--- config.mk ---
export PLATFORM = sky130hd
export DESIGN_NAME = mvu_job_dispatcher
export DESIGN_NICKNAME = d
export VERILOG_FILES = /design/src/rtl/mvu_job_dispatcher.sv
export SDC_FILE = /design/constraint.sdc
export NUM_CORES = 2
export LEC_CHECK = 0
export ABC_AREA = 1
export BUFFER_PORTS_ARGS = -buffer_cell sky130_fd_sc_hd__buf_2
export CORE_AREA = 2 2 355 357
export CTS_CLUSTER_DIAMETER = 40
export DETAILED_ROUTE_END_ITERATION = 16
export DIE_AREA = 0 0 357 359
export PLACE_DENSITY = 0.73
export SETUP_SLACK_MARGIN = 0.1
export SLEW_MARGIN = 25
export SYNTH_ARGS = -nofsm -noshare
export SYNTH_HDL_FRONTEND = slang
export SYNTH_SLANG_ARGS = --single-unit
--- constraint.sdc ---
create_clock -name clk -period 6.5 [get_ports clk]
set_input_delay 0.325 -clock clk [delete_from_list [all_inputs] [get_ports clk]]
set_output_delay 0.325 -clock clk [all_outputs]
set_load 0.005 [all_outputs]
--- src/rtl/mvu_job_dispatcher.sv ---
// mvu_job_dispatcher
//   Queues MVU job descriptors from the pito job port and dispatches them in
//   order to the per-MVU data slices, one start pulse per job. Tracks which
//   MVUs have a job in flight, raises a sticky per-MVU completion irq and a
//   sticky error flag for ack timeouts and invalid MVU indices.
//
//   Ports
//     clk, rst             system clock, synchronous active-high reset
//     job_valid/job_ready  descriptor handshake (job_ready registered)
//     job_mvu/prec/baddr/iword  descriptor fields
//     mvu_data_prec/baddr/iword per-MVU slices (DW each), held between jobs
//     mvu_data_start       one-cycle start pulse per MVU
//     mvu_data_busy        MVU busy inputs
//     irq_done / irq_clr   sticky completion flags and their clears
//     fifo_count           descriptors currently queued
//     err_tmo              sticky error flag, cleared only by rst
//
//   Build option: define MVU_ACK_TIMEOUT_EN to abandon a job whose MVU does
//   not raise busy within ACK_TMO cycles of its start pulse. Without it the
//   dispatcher waits for busy indefinitely.
module mvu_job_dispatcher #(
    parameter int NMVU    = 8,
    parameter int DEPTH   = 4,
    parameter int DW      = 32,
    parameter int ACK_TMO = 16
) (
    input  logic                    clk,
    input  logic                    rst,
    input  logic                    job_valid,
    output logic                    job_ready,
    input  logic [$clog2(NMVU)-1:0] job_mvu,
    input  logic [DW-1:0]           job_prec,
    input  logic [DW-1:0]           job_baddr,
    input  logic [DW-1:0]           job_iword,
    output logic [NMVU*DW-1:0]      mvu_data_prec,
    output logic [NMVU*DW-1:0]      mvu_data_baddr,
    output logic [NMVU*DW-1:0]      mvu_data_iword,
    output logic [NMVU-1:0]         mvu_data_start,
    input  logic [NMVU-1:0]         mvu_data_busy,
    output logic [NMVU-1:0]         irq_done,
    input  logic [NMVU-1:0]         irq_clr,
    output logic [$clog2(DEPTH):0]  fifo_count,
    output logic                    err_tmo
);

    localparam int MW = $clog2(NMVU);
    localparam int PW = $clog2(DEPTH);
    localparam int CW = PW + 1;

    // Pointer wrap relies on a power-of-2 depth; the timer needs ACK_TMO >= 2.
    if (DEPTH < 2 || (DEPTH & (DEPTH - 1)) != 0 || ACK_TMO < 2) begin : g_bad_params
        $error("mvu_job_dispatcher: DEPTH must be a power of 2 >= 2 and ACK_TMO >= 2");
    end

    typedef enum logic [1:0] {S_IDLE, S_ISSUE, S_WAIT_ACK} state_t;

    state_t          state;
    logic [MW-1:0]   mem_mvu   [DEPTH];
    logic [DW-1:0]   mem_prec  [DEPTH];
    logic [DW-1:0]   mem_baddr [DEPTH];
    logic [DW-1:0]   mem_iword [DEPTH];
    logic [PW-1:0]   wr_ptr, rd_ptr;
    logic [CW-1:0]   count, count_next;
    logic            push, pop;
    logic [MW-1:0]   head_mvu, cur_mvu;
    logic            head_ok, head_go;
    logic [NMVU-1:0] pending, busy_q, done_set;

`ifdef MVU_ACK_TIMEOUT_EN
    localparam int TW = $clog2(ACK_TMO) + 1;
    logic [TW-1:0]   timer;
`endif

    assign push       = job_valid & job_ready;
    assign pop        = (state == S_ISSUE);
    assign head_mvu   = mem_mvu[rd_ptr];
    // Widened compare so a non-power-of-2 NMVU can flag out-of-range indices.
    assign head_ok    = ({1'b0, head_mvu} < (MW + 1)'(NMVU));
    assign head_go    = (count != '0) &&
                        (!head_ok || (!mvu_data_busy[head_mvu] && !pending[head_mvu]));
    // Completion: busy falls on an MVU that still owns a dispatched job.
    assign done_set   = busy_q & ~mvu_data_busy & pending;
    assign fifo_count = count;

    always_comb begin
        count_next = count;
        if (push && !pop)
            count_next = count + 1'b1;
        else if (!push && pop)
            count_next = count - 1'b1;
    end

    // Descriptor storage carries no reset; only pointers and count define content.
    always_ff @(posedge clk) begin
        if (push) begin
            mem_mvu[wr_ptr]   <= job_mvu;
            mem_prec[wr_ptr]  <= job_prec;
            mem_baddr[wr_ptr] <= job_baddr;
            mem_iword[wr_ptr] <= job_iword;
        end
    end

    always_ff @(posedge clk) begin
        if (rst) begin
            wr_ptr    <= '0;
            rd_ptr    <= '0;
            count     <= '0;
            job_ready <= 1'b1;
        end else begin
            if (push)
                wr_ptr <= wr_ptr + 1'b1;
            if (pop)
                rd_ptr <= rd_ptr + 1'b1;
            count     <= count_next;
            job_ready <= (count_next < CW'(DEPTH));
        end
    end

    // Dispatch FSM. Start pulse, slices and pending are loaded on the edge
    // entering ISSUE so they are all visible during the ISSUE cycle; the head
    // is popped at the end of ISSUE.
    always_ff @(posedge clk) begin
        if (rst) begin
            state          <= S_IDLE;
            cur_mvu        <= '0;
            mvu_data_start <= '0;
            mvu_data_prec  <= '0;
            mvu_data_baddr <= '0;
            mvu_data_iword <= '0;
            pending        <= '0;
            busy_q         <= '0;
            irq_done       <= '0;
            err_tmo        <= 1'b0;
`ifdef MVU_ACK_TIMEOUT_EN
            timer          <= '0;
`endif
        end else begin
            busy_q         <= mvu_data_busy;
            mvu_data_start <= '0;
            // A new completion overrides a simultaneous clear.
            irq_done       <= (irq_done & ~irq_clr) | done_set;
            pending        <= pending & ~done_set;
            case (state)
                S_IDLE: begin
                    if (head_go) begin
                        state   <= S_ISSUE;
                        cur_mvu <= head_mvu;
`ifdef MVU_ACK_TIMEOUT_EN
                        timer   <= '0;
`endif
                        if (head_ok) begin
                            mvu_data_start[head_mvu]          <= 1'b1;
                            mvu_data_prec[head_mvu*DW +: DW]  <= mem_prec[rd_ptr];
                            mvu_data_baddr[head_mvu*DW +: DW] <= mem_baddr[rd_ptr];
                            mvu_data_iword[head_mvu*DW +: DW] <= mem_iword[rd_ptr];
                            pending[head_mvu]                 <= 1'b1;
                        end
                    end
                end
                S_ISSUE: begin
`ifdef MVU_ACK_TIMEOUT_EN
                    // The timer counts from the ISSUE cycle itself.
                    timer <= timer + 1'b1;
`endif
                    if (head_ok) begin
                        state <= S_WAIT_ACK;
                    end else begin
                        // Invalid target: job dropped without a start pulse.
                        err_tmo <= 1'b1;
                        state   <= S_IDLE;
                    end
                end
                S_WAIT_ACK: begin
                    if (mvu_data_busy[cur_mvu]) begin
                        state <= S_IDLE;
`ifdef MVU_ACK_TIMEOUT_EN
                    end else if (timer == TW'(ACK_TMO - 1)) begin
                        err_tmo          <= 1'b1;
                        pending[cur_mvu] <= 1'b0;
                        state            <= S_IDLE;
                    end else begin
                        timer <= timer + 1'b1;
`endif
                    end
                end
                default: state <= S_IDLE;
            endcase
        end
    end

endmodule
======== Yosys cells after proc, flatten, opt, wreduce, memory -nomap -nowiden ========
Memory sizes are Yosys's and may differ from the RTL's. A register that Yosys moved wholly into a read port is not among the register bits.
Index checks and enable logic that the tools add are counted.
storage, ports and cells
  register bits after elaboration ......... 813
  bits in latches ......................... 0
  bits in writable memories ............... 396
  memory bits (read-only) ................. 0
  input bits .............................. 118
  output and inout port bits .............. 789
  memories kept ........................... 4
cells by class
  add/sub/neg operators ................... 5
  $mul .................................... 0
  div/mod/pow operators ................... 0
  magnitude comparators ................... 4
  equal/unequal tests ..................... 4
  shift operators ......................... 4
  multiplexer cells ....................... 28
  bitwise logic cells ..................... 12
  reductions and logical operators ........ 14
memories
  memory     depth  width  rd ports  clocked after Yosys merged registers in  wr ports  RTL line  RTL
  mem_baddr  4      32     1         1                                        1         60        logic [DW-1:0] mem_baddr [DEPTH];
  mem_iword  4      32     1         1                                        1         61        logic [DW-1:0] mem_iword [DEPTH];
  mem_prec   4      32     1         1                                        1         59        logic [DW-1:0] mem_prec [DEPTH];
  mem_mvu    4      3      1         1                                        1         58        logic [MW-1:0] mem_mvu [DEPTH];
operator list
  operator                     count
  $bwmux W256                  3
  $shiftx A32 B34 Y256         3
  $shift A32 B34 Y256 const A  1
  $neg A8 Y34                  1
  $and A8 B8 Y8                4
  $not A8 Y8                   3
  $mux W2                      10
  $mux W8                      2
  $or A8 B8 Y8                 2
  $bmux W1 S3                  3
  $lt A3 B4 Y1 const B         2
  $mux W1                      6
  $mux W3                      2
  $pmux W2 S3                  1
  $logic_and A1 B1 Y1          5
  $add A2 B1 Y2 const B        2
  $logic_not A1 Y1             4
  $ne A2 B2 Y1 const B         2
  $reduce_and A2 Y1            2
  $add A3 B1 Y3 const B        1
  $demux W1 S3                 1
  $ge A3 B1 Y1 const B         1
  $lt A3 B3 Y1 const B         1
  $reduce_bool A3 Y1           1
  7 further kinds              8

======== Longest topological paths before layout ========
  word-level depth ........................ 8
  gate-level depth with buffers ........... 21

======== Worst setup path after synthesis ========
No wires, ideal clock.
  kind .................................... register to register
  start point ............................. register wr_ptr[0]
  end point ............................... memory mem_baddr[2][0], enable pin
  setup time .............................. 0.558 ns
  arrival time ............................ 4.679 ns
  required time ........................... 5.942 ns
  path slack .............................. 1.262 ns
  cell stages (with the launch flop) ...... 5
  path buffers ............................ 0
  period minus slack after synthesis ...... 5.238 ns
  cell sequence ........................... dfxtp_1 > inv_1 > ha_1 > inv_1 > nor2_1
RTL lines
  element                   RTL line  RTL
  start: declaration        62        logic [PW-1:0] wr_ptr, rd_ptr;
  start signal: assignment  111       wr_ptr <= wr_ptr + 1'b1;
  end: declaration          60
No word-level cell before the write port.

==> impl_metrics.env <==
export IMPL_fill_cells=11530
export IMPL_grt_pass1_wl_um=322000
export IMPL_antenna_found_initial=29
export IMPL_clk_pin_slew_worst_paths_ns=0.06
export IMPL_fin_util=0.544
export IMPL_num_vias=52987
export IMPL_io_buffers=905
export IMPL_finish_instance_area_mm2=0.0678
export IMPL_rsz0062_at_grt="false"
export IMPL_grt_max_degree=196
export IMPL_path_cells="inv_8 > nand2_1 > nand3_2 > nand2_4 > ha_4 > ha_4 > inv_6 > nand3_1 > nor2_4 > nand3_4 > buf_4 > nand2_1 > inv_1 > nor2_1"
export IMPL_syn_inst=7623
export IMPL_drtAntennaViolNets=0
export IMPL_switching_power_mw=9.92
export IMPL_syn_avg_cell_area_um2=7.20
export IMPL_worst_endpoint_arrival_ns=6.23
export IMPL_dp_hpwl_um=145000
export IMPL_powerDensity_mw_per_mm2=389
export IMPL_yosysTopAreaCellShare=0.297
export IMPL_path_class="reg2reg"
export IMPL_start_util=0.441
export IMPL_cp_max_fo=59
export IMPL_internal_power_mw=16.5
export IMPL_outcome="complete, no violations"
export IMPL_swShare=0.376
export IMPL_period_share=0.843
export IMPL_end_kind="register"
export IMPL_hold_viol=0
export IMPL_grt_overflow=0
export IMPL_multi_input_area_mm2=0.0193
export IMPL_synth_flop_cell="dfxtp_1"
export IMPL_coreArea_mm2=0.125
export IMPL_hold_class="in2reg"
export IMPL_finalPower_mw=26.4
export IMPL_crit_path_start_kind="register"
export IMPL_fp_dieH_um=359
export IMPL_async_reset_ff_frac=0
export IMPL_grt_pass1_vias=49216
export IMPL_cts_buffer_depth=3
export IMPL_wl_um=223000
export IMPL_setup_violations=0
export IMPL_p_seq_frac=0.334
export IMPL_finalCriticalPeriod_ns=5.48
export IMPL_cts_tree="done"
export IMPL_routed_wire_length_per_instance_um=21.9
export IMPL_leakage_nw=33.6
export IMPL_worst_pin_slew_ns=1.14
export IMPL_p_comb_frac=0.279
export IMPL_worst_path_max_delay_cell="nor2_4"
export IMPL_gp_congestion=0.909
export IMPL_relSlewSlack=0.243
export IMPL_clkLatencyLatePin_ns=0.82
export IMPL_numCtsBuffers=175
export IMPL_drc=0
export IMPL_grtUsageTotal=0.338
export IMPL_viasPerCell=5.19
export IMPL_ir_drop_v=0.000324
export IMPL_fmax_mhz=182
export IMPL_boundaryPins=907
export IMPL_h_tree_depth=4
export IMPL_clkPwrFrac=0.387
export IMPL_path_delay_family="simple AND/OR/NAND/NOR gates"
export IMPL_dr_pass1_iters=6
export IMPL_regArea_mm2=0.0282
export IMPL_worstPathRequired_ns=7.25
export IMPL_synth_cell_types=39
export IMPL_synth_area_top_cells="dfxtp_1, edfxtp_1, nand2_1, inv_1, nor2_1"
export IMPL_die_area_mm2=0.128
export IMPL_hold_slack_ns=0.0584
export IMPL_die_x_um=357
export IMPL_synth_top_area_cell="dfxtp_1"
export IMPL_syn_area_mm2=0.0549
export IMPL_drt_iter0_drc=5880
export IMPL_layout_nets=8512
export IMPL_cp_num_buf_inv=4
export IMPL_max_cap_violations=0
export IMPL_synth_seq_cells=1211
export IMPL_clockRootBuffer="clkbuf_16"
export IMPL_clock_sinks=1211
export IMPL_clock_skew_ns=0.0400
export IMPL_synth_edf_count=396
export IMPL_fin_tns_setup_ns=0
export IMPL_drive_gt1_frac=0.156
export IMPL_yosys_warnings=0
export IMPL_rows=130
export IMPL_cts_resized=0
export IMPL_ys_seq_area_frac=0.514
export IMPL_area_growth_pct=23.6
export IMPL_placed_area_mm2=0.0602
export IMPL_max_stage_delay_ns=0.79
export IMPL_finalMaxSlewViolations=0
export IMPL_syn_nets=7752
-- cell type report --
cell class	instances	share of cell area
well taps	1650	0.0304
clock inverters	101	0.0203
inverters	1420	0.0790
clock buffers	224	0.0728
diodes	23	0.000849
multi-input cells	4471	0.284
repair buffers	1104	0.0963
flip-flops and latches	1211	0.416
-- repair_timing --
| action | CTS | global route |
|---|---|---|
| endpoints found under the hold margin | 420 | 0 |
| setup buffers | 0 | 0 |
| hold buffers | 129 | 0 |
-- registers in the layout (all words and copies together) (netlist names), named ones only --
register / flops
busy_q: 8
mvu_data_start: 8
mem_iword: 128
wr_ptr: 2
cur_mvu: 3
fifo_count: 3
state: 2
mvu_data_iword: 256
mvu_data_prec: 256
mem_mvu: 12
mem_prec: 128
mvu_data_baddr: 256
rd_ptr: 2
irq_done: 8
mem_baddr: 128
job_ready: 1
pending: 8
-- power groups by stage --
stage          clock [mW]  combinational [mW]  sequential (mW)
3_5_place_dp            0                7.10             8.94
6_report             10.2                7.37             8.80
3_3_place_gp            0                7.03             8.92
4_1_cts              10.3                7.22             8.79
5_1_grt              10.6                7.88             8.84
2_1_floorplan           0                4.17             8.89
-- Yosys cell counts (3+ instances only) --
library cell and instances:
nand2_1 2201, inv_1 1397, nor2_1 1202, dfxtp_1 815, nand4_1 577, edfxtp_1 396
nand3_1 372, clkbuf_1 249, buf_2 175, buf_1 83, nor3_1 32, inv_2 21
a21oi_1 18, ha_1 11, buf_6 9, o21ai_0 9, o32ai_1 8, buf_4 5
or2_2 5, nand3_2 4, nor2_2 4, nor4_1 4, o211ai_1 4, nor2_4 3
-- path summary, 6_finish.rpt --
kind	slack (ns)	endpoint	cells after the start	from
setup / recovery	1.02	mvu_data_iword[21]	14	register
hold / removal	0.06	busy_q[1]	2	rst
setup reg to reg	1.02	mvu_data_iword[21]	14	register
hold reg to reg	0.48	pending[5]	2	pending[5]
-- cells in the final DEF, fill, tap and decap left out, drive strengths merged --
cell type    count
a21oi           19
a32o             2
or2              7
diode           23
xor2             1
o32ai            8
o21ai           11
bufinv          25
o211ai           4
a22o             2
clkbuf         224
buf            975
dlygate4sd3    129
dfxtp          815
edfxtp         396
ha              11
clkinv          39
nand3          376
conb             1
nor3            34
clkinvlp        13
nand4          577
inv           1444
nor2          1210
a211oi           1
nand2         2203
nor4             4
-- layer usage --
metal | wire length, um | vias to the layer above | track usage
met5 | 0 | - | 0
met4 | 15700 | 0 | 0.220
met3 | 23100 | 654 | 0.0903
met2 | 99100 | 3023 | 0.523
met1 | 85300 | 24461 | 0.415
li1 | - | 24849 | -
-- logic make-up after synthesis --
logic type,count (synthesis),share of synthesized area
AND/OR/NAND/NOR,4411,0.340
AO/OA/AOI/OAI,47,0.00545
adder cells (fa/ha/maj),11,0.00251
buffers and inverters,1941,0.138
XOR/XNOR,1,0.000160
other,1,0.0000683
flip-flops,1211,0.514
-- worst register-to-register path: cells and delay by family (launching register included) --
kind	cells	cell delay, ns
flip-flops	1	0.76
buffers and inverters	4	1.43
adder cells (fa/ha/maj)	2	0.52
AND/OR/NAND/NOR	8	2.71
-- stage by stage --
step / setup WS [ns] / instances
floorplan: 1.26 / 7623
global placement: 1.13 / 9727
detailed placement: 0.998 / 9727
CTS: 0.990 / 10181
global route: 0.618 / 10197
finish: 1.02 / 10204
Note: power is estimated with default switching activity, not from simulation.
